[config.mk]
export PLATFORM = sky130hd
export DESIGN_NAME = imem_loader
export DESIGN_NICKNAME = d
export VERILOG_FILES = /design/src/rtl/imem_loader.sv
export SDC_FILE = /design/constraint.sdc
export NUM_CORES = 1
export LEC_CHECK = 0
export BUFFER_PORTS_ARGS = -buffer_cell sky130_fd_sc_hd__buf_2
export CORE_ASPECT_RATIO = 1.4
export CORE_MARGIN = 2
export CORE_UTILIZATION = 45
export CTS_CLUSTER_DIAMETER = 100
export DETAILED_ROUTE_END_ITERATION = 7
export PLACE_DENSITY = 0.66
export SLEW_MARGIN = 20
export SYNTH_ARGS = -nofsm -noshare
export SYNTH_HDL_FRONTEND = slang
export SYNTH_SLANG_ARGS = --single-unit
[constraint.sdc]
create_clock -name clk -period 4.2 [get_ports clk]
set_input_delay 0.42 -clock clk [delete_from_list [all_inputs] [get_ports clk]]
set_output_delay 0.42 -clock clk [all_outputs]
set_load 0.005 [all_outputs]
[src/rtl/imem_loader.sv]
// Byte-stream program loader: length-prefixed little-endian words into instruction memory, then CPU release.
// Optional trailing checksum byte when IMEM_LOADER_CHECKSUM_EN is defined.
module imem_loader #(
  parameter int                DEPTH     = 1024,
  parameter int                ADDR_W    = 32,
  parameter logic [ADDR_W-1:0] BASE_ADDR = '0
) (
  input  logic              clk,
  input  logic              reset,
  input  logic              s_valid,
  input  logic [7:0]        s_data,
  output logic              s_ready,
  input  logic              start,
  output logic              imem_wr_en,
  output logic [ADDR_W-1:0] imem_addr,
  output logic [31:0]       imem_wr_data,
  output logic              cpu_resetn,
  output logic              busy,
  output logic              done,
  output logic              error
);

  localparam logic [2:0] ST_LEN0  = 3'd0;
  localparam logic [2:0] ST_LEN1  = 3'd1;
  localparam logic [2:0] ST_LOAD  = 3'd2;
  localparam logic [2:0] ST_WRITE = 3'd3;
  localparam logic [2:0] ST_DONE  = 3'd4;
`ifdef IMEM_LOADER_CHECKSUM_EN
  localparam logic [2:0] ST_CHK   = 3'd5;
  localparam logic [2:0] ST_TAIL  = ST_CHK;
`else
  localparam logic [2:0] ST_TAIL  = ST_DONE;
`endif
  localparam logic [31:0] DEPTH_U = 32'(DEPTH);

  logic [2:0]  state, state_n;
  logic        error_n;
  logic [15:0] length;
  logic [15:0] word_idx;
  logic [1:0]  byte_cnt;
  logic [23:0] shift;
  logic        xfer;
  logic [15:0] len_full;
  logic [31:0] word_full;
  logic        in_range;

`ifdef IMEM_LOADER_CHECKSUM_EN
  logic [7:0]  sum;
  assign s_ready = (state == ST_LEN0) || (state == ST_LEN1) || (state == ST_LOAD) || (state == ST_CHK);
`else
  assign s_ready = (state == ST_LEN0) || (state == ST_LEN1) || (state == ST_LOAD);
`endif

  assign xfer      = s_valid && s_ready;
  assign len_full  = {s_data, length[7:0]};
  assign word_full = {s_data, shift};
  assign in_range  = {16'd0, word_idx} < DEPTH_U;
  assign busy      = (state != ST_DONE);
  assign done      = (state == ST_DONE);

  always_comb begin
    state_n = state;
    error_n = error;
    case (state)
      ST_LEN0: if (xfer) state_n = ST_LEN1;
      ST_LEN1: if (xfer) begin
        if ({16'd0, len_full} > DEPTH_U) error_n = 1'b1;
        state_n = (len_full == 16'd0) ? ST_TAIL : ST_LOAD;
      end
      ST_LOAD: if (xfer && byte_cnt == 2'd3) state_n = ST_WRITE;
      ST_WRITE: state_n = (word_idx + 16'd1 == length) ? ST_TAIL : ST_LOAD;
`ifdef IMEM_LOADER_CHECKSUM_EN
      ST_CHK: if (xfer) begin
        if (s_data != sum) error_n = 1'b1;
        state_n = ST_DONE;
      end
`endif
      ST_DONE: if (start) begin
        state_n = ST_LEN0;
        error_n = 1'b0;
      end
      default: state_n = ST_LEN0;
    endcase
  end

  // Overflowing words are still consumed to keep framing, but never reach the memory.
  always_ff @(posedge clk or posedge reset) begin
    if (reset) begin
      state        <= ST_LEN0;
      error        <= 1'b0;
      cpu_resetn   <= 1'b0;
      imem_wr_en   <= 1'b0;
      imem_addr    <= BASE_ADDR;
      imem_wr_data <= '0;
      length       <= '0;
      word_idx     <= '0;
      byte_cnt     <= '0;
      shift        <= '0;
    end else begin
      state      <= state_n;
      error      <= error_n;
      cpu_resetn <= (state_n == ST_DONE) && !error_n;
      imem_wr_en <= 1'b0;
      case (state)
        ST_LEN0: if (xfer) length[7:0] <= s_data;
        ST_LEN1: if (xfer) length[15:8] <= s_data;
        ST_LOAD: if (xfer) begin
          shift    <= word_full[31:8];
          byte_cnt <= byte_cnt + 2'd1;
          if (byte_cnt == 2'd3 && in_range) begin
            imem_wr_en   <= 1'b1;
            imem_addr    <= BASE_ADDR + ADDR_W'({word_idx, 2'b00});
            imem_wr_data <= word_full;
          end
        end
        ST_WRITE: word_idx <= word_idx + 16'd1;
        ST_DONE: if (start) begin
          length   <= '0;
          word_idx <= '0;
          byte_cnt <= '0;
        end
        default: ;
      endcase
    end
  end

`ifdef IMEM_LOADER_CHECKSUM_EN
  always_ff @(posedge clk or posedge reset) begin
    if (reset) sum <= '0;
    else if (state == ST_DONE && start) sum <= '0;
    else if (xfer && state != ST_CHK) sum <= sum + s_data;
  end
`endif

endmodule

=== Word level (Yosys, flattened, before mapping) ===
Cells that the tools add are included.

* Bits in registers: 112
* Bits of input ports: 12
* Output and inout port bits: 70
* Word-level logic and storage cells: 68

* Add/subtract/negate cells: 2
* $lt $le $gt $ge: 2
* Equality and inequality tests: 12
* Muxes and demuxes: 22
* Reduce and logical (&&, ||, !) cells: 19

{| class="wikitable"
|+ Operators with widths
! kind !! count
|-
| one-hot mux 16 bit (2 select lines) || 1
|-
| one-hot mux 8 bit (2 select lines) || 2
|-
| two-way mux 3 bit || 6
|-
| adder 16 x 1 -> 16 bit (second input constant) || 1
|-
| == test 16 bit || 1
|-
| > comparator 16 x 11 -> 1 bit (second input constant) || 1
|-
| zero test 16 bit || 1
|-
| < comparator 16 x 11 -> 1 bit (second input constant) || 1
|-
| two-way mux 16 bit || 1
|-
| one-hot mux 3 bit (5 select lines) || 1
|-
| AND reduction 3 bit || 4
|-
| two-way mux 8 bit || 1
|-
| != test 2 bit (second input constant) || 4
|-
| nonzero test 2 bit || 4
|-
| == test 3 x 2 -> 1 bit (second input constant) || 2
|-
| == test 3 bit (second input constant) || 2
|-
| two-way mux 1 bit || 6
|-
| logical AND 1 bit || 4
|-
| two-way mux 2 bit || 2
|-
| one-hot mux 2 bit (2 select lines) || 1
|-
| AND reduction 2 bit || 2
|-
| == test 3 x 1 -> 1 bit (second input constant) || 1
|-
| zero test 3 bit || 1
|-
| != test 3 bit (second input constant) || 1
|-
| other kinds (5) || 6
|}

=== Depth between registers and ports, before layout ===
* Depth after elaboration: 9
* Mapped depth: 9
* Depth with buffers taken out: 7

=== Least setup slack after synthesis ===
No wires, ideal clock.

* Path kind: reg-to-reg
* From: register word_idx[0]
* To: register state[2]
* Setup time: 66 ps
* Arrival: 1,932 ps
* Data required time: 4,134 ps
* Path slack: 2,202 ps
* Cell stages (with the launch flop): 8
* Path buffers: 0
* Clock period less this slack: 1,998 ps
* Cell sequence: dfrtp_1 > ha_1 > nand3_1 > nor3_2 > nand4_1 > a221oi_1 > and3_2 > a31o_1

* Word-level cells in the longest chain between the ends: 4

{| class="wikitable"
|+ RTL lines
! what !! RTL line !! RTL
|-
| start: declaration || 39 || <nowiki>logic [15:0] word_idx;</nowiki>
|-
| start signal: assignment || 116 || <nowiki>ST_WRITE: word_idx <= word_idx + 16'd1;</nowiki>
|-
| adder 16 x 1 -> 16 bit || 71 || <nowiki>ST_WRITE: state_n = (word_idx + 16'd1 == length) ? ST_TAIL : ST_LOAD;</nowiki>
|-
| == test 16 bit || 71 ||
|-
| two-way mux 3 bit || 71 ||
|-
| one-hot mux 3 bit (5 select lines) || 64 || <nowiki>case (state)</nowiki>
|-
| via state_n[2] || 36 || <nowiki>logic [2:0] state, state_n;</nowiki>
|-
| end signal: assignment || 100 || <nowiki>state <= state_n;</nowiki>
|-
| end: declaration || 36 ||
|}

The timed path passes the listed nets, and every way through them passes these cells.
A chain may end at the register's enable or synchronous reset.

=== Worst setup path in the final report ===
* From: register word_idx[0]
* To: register cpu_resetn

* Word-level cells in the longest chain between the ends: 6

{| class="wikitable"
|+ RTL lines
! what !! RTL line !! RTL
|-
| adder 16 x 1 -> 16 bit || 71 ||
|-
| == test 16 bit || 71 ||
|-
| two-way mux 3 bit || 71 ||
|-
| one-hot mux 3 bit (5 select lines) || 64 ||
|-
| == test 3 bit || 102 || <nowiki>cpu_resetn <= (state_n == ST_DONE) && !error_n;</nowiki>
|-
| logical AND 1 bit || 102 ||
|-
| end signal: assignment || 102 ||
|-
| end: declaration || 17 || <nowiki>output logic cpu_resetn,</nowiki>
|}

Every way passes these cells.

==> results.toml <==
[status]
status = "finished clean"

[clock_network]
postCtsSetupBuffers = 0
cts_resized = 0
clkTransAtPathRegs_ns = 0.07
postCtsHoldBufs = 0
cts_made_buffers = 9
cts.htree.levels = 3
clk_latency_ns = 0.35
root_buffer = "clkbuf_16"
clock_path_buffers = 2
cts_tree = "yes"
cts_sinks = 112

[placement]
postPlaceCellArea_sq_um = 5500
gp_congestion = 0.918
dp_hpwl_mm = 7.72
port_buffers = 65

[pwr]
power_leakage_nw = 2.89
p_comb_share_pct = 29.6
swShare_pct = 34.5
ir_drop_v = 0.000346
p_int_mw = 2.37
power_mw = 3.62
pwr-share-seq_pct = 48.1
p_per_area_nw_per_um2 = 626
pwr-share-clk_pct = 22.3
power.switching_mw = 1.25

[detailed_routing]
drtPass1Iterations = 4
vias_per_cell = 5.28
wl_mm = 11.1
drt_iter0_markers = 220
wl_per_cell_um = 15.6
drc = 0
num_vias = 3735
ant_nets = 0

[grt]
grt-ovfl-total = 0
grt_pass1_vias = 3632
grt_max_degree = 88
antenna_found_initial = 0
grt_util_all_layers_pct = 19.1
grt_pass1_wl_mm = 18.4

[synth]
ys_types = 63
synth_top_area_share_pct = 54.2
ys_ff_latch = 112
syn_avg_cell_area_sq_um = 10.1
yosysSeqAreaShare_pct = 54.2
yosys_warnings = 0
synthTopCellsByCount = "nand2_1 (140), dfrtp_1 (112), mux2_2 (26)"
synthTopCellsByArea = "dfrtp_1 (54%), nand2_1 (10%), mux2_2 (5.7%)"
ys.flop_type = "dfrtp_1"
synthArstFlopShare_pct = 100
synth.most_common_cell = "nand2_1"
synth_area_sq_um = 5170
synth_edf_count = 0
post_synth_inst_count = 510
yosysTopAreaCell = "dfrtp_1"

[setup_path]
crit_path_top_delay_cell = "dfrtp_1"
crit_required_ns = 4.48
slowest_delay_ns = 0.47
r2r_setup_slack_ns = 1.82
worstSetupPathType = "reg -> reg"
arrival_ns = 2.66
path_buf_inv = 0
worstPathMaxFanout = 8
cp-end-kind = "flip-flop"
start_kind = "flip-flop"
path_delay_family = "simple AND/OR/NAND/NOR gates"
crit_chain = "ha_1 > nand3_1 > nor3_2 > nand4_1 > a221oi_1 > and3_2 > a31o_1"

[worst_hold_path]
min_path_type = "in -> async"

[floorplanning]
coreArea_sq_um = 11300
fp-row-count = 46
initial_core_util_pct = 45.8
die_area_sq_um = 12400
dieWidth_um = 94.6
io_pins = 82
dieHeight_um = 131

[layout]
final_area_sq_um = 5780
syn2layout_area_growth_pct = 11.9
antennaDiodeCount = 0
utilization_pct = 51.3
drive_above_1_share_pct = 23.2
fin_nets = 574

[sta]
relSlewSlack_pct = 35.8
rsz0062_at_grt = "no"
finClkSkew_ns = 0.00663
period_needed_ns = 2.38
hold_ws_ns = 0.198
fmax_mhz = 420
hold_viol = 0
setup_viol = 0
slew_violations = 0
worst_pin_slew_ns = 0.959
finalSetupTns_ns = 0
timing.final.crit_share_pct = 56.6

[flow_run]
drv_cap = 0
-- power by group through the flow --
stage / registers [mW] / clock network [mW] / logic (mW)
2_1_floorplan: 1.67 / 0 / 0.797
3_3_place_gp: 1.75 / 0 / 1.05
3_5_place_dp: 1.76 / 0 / 1.09
4_1_cts: 1.74 / 0.831 / 1.10
5_1_grt: 1.79 / 0.874 / 1.22
6_report: 1.74 / 0.807 / 1.07
-- flip-flops by register name (all words and copies together) (netlist names), 2 cells and up --
| register | flops |
|---|---|
| imem_wr_data | 32 |
| shift | 24 |
| imem_addr | 16 |
| length | 16 |
| word_idx | 16 |
| state | 3 |
| byte_cnt | 2 |
-- layer usage --
metal,global-route usage (%),vias up,routed length (um)
li1,-,1800,-
met1,23.9,1842,4620
met2,33.2,78,5870
met3,3.38,15,401
met4,6.99,0,180
met5,0,-,0
-- metrics by stage --
stage          cells  setup slack, ns
6_report         708             1.82
2_1_floorplan    525            0.821
3_3_place_gp     693             1.96
4_1_cts          708             1.86
5_1_grt          708             1.68
3_5_place_dp     693             1.88
-- path summary, 6_finish.rpt --
path,start,endpoint,depth (start not counted)
worst min register to register,imem_addr[5],imem_addr[5],2
worst min-delay path,reset,imem_wr_data[5],2
min in group clk,s_data[5],imem_wr_data[29],3
worst max register to register,word_idx[0],cpu_resetn,7
max in group asynchronous,reset,cpu_resetn,3
worst max-delay path,word_idx[0],cpu_resetn,7
-- final cells by class --
| type | instances | area (sq um) |
|---|---|---|
| clock inverter | 6 | 53.8 |
| timing repair buffer | 70 | 363 |
| sequential | 112 | 2800 |
| multi-input combinational | 359 | 2120 |
| clock buffer | 9 | 225 |
| fill | 1053 | 5500 |
| tap | 144 | 180 |
| inverter | 8 | 35.0 |
-- kinds of logic (layout without fill, tap and decap cells) --
family	after synthesis	count (layout)	share of synthesized area [%]
DFF	112	112	54.2
adders and majority gates	2	2	0.484
buffers and inverters	54	93	6.00
and+or+nand+nor	222	222	20.3
xor gates and xnor gates	18	18	3.05
other	1	16	0.0725
muxes	28	28	6.05
AOI/OAI and AO/OA	73	73	9.90
-- cell usage in the layout, fill, tap and decap left out, drive strengths merged, types with 3 or more instances in the layout --
master and count:
a31oi 4, and3 4, nand2b 4, nor3 9, dfrtp 112, nor2b 3
mux2 26, and2 8, nand4 5, a22o 18, nand3 11, o21ai 25
or4 3, xnor2 9, conb 16, o31ai 5, nand2 140, nor4 4
clkinv 3, xor2 9, inv 10, a21oi 5, nor2 20, clkbuf 9
buf 70
No activity file was read; power rests on OpenSTA's default activity.
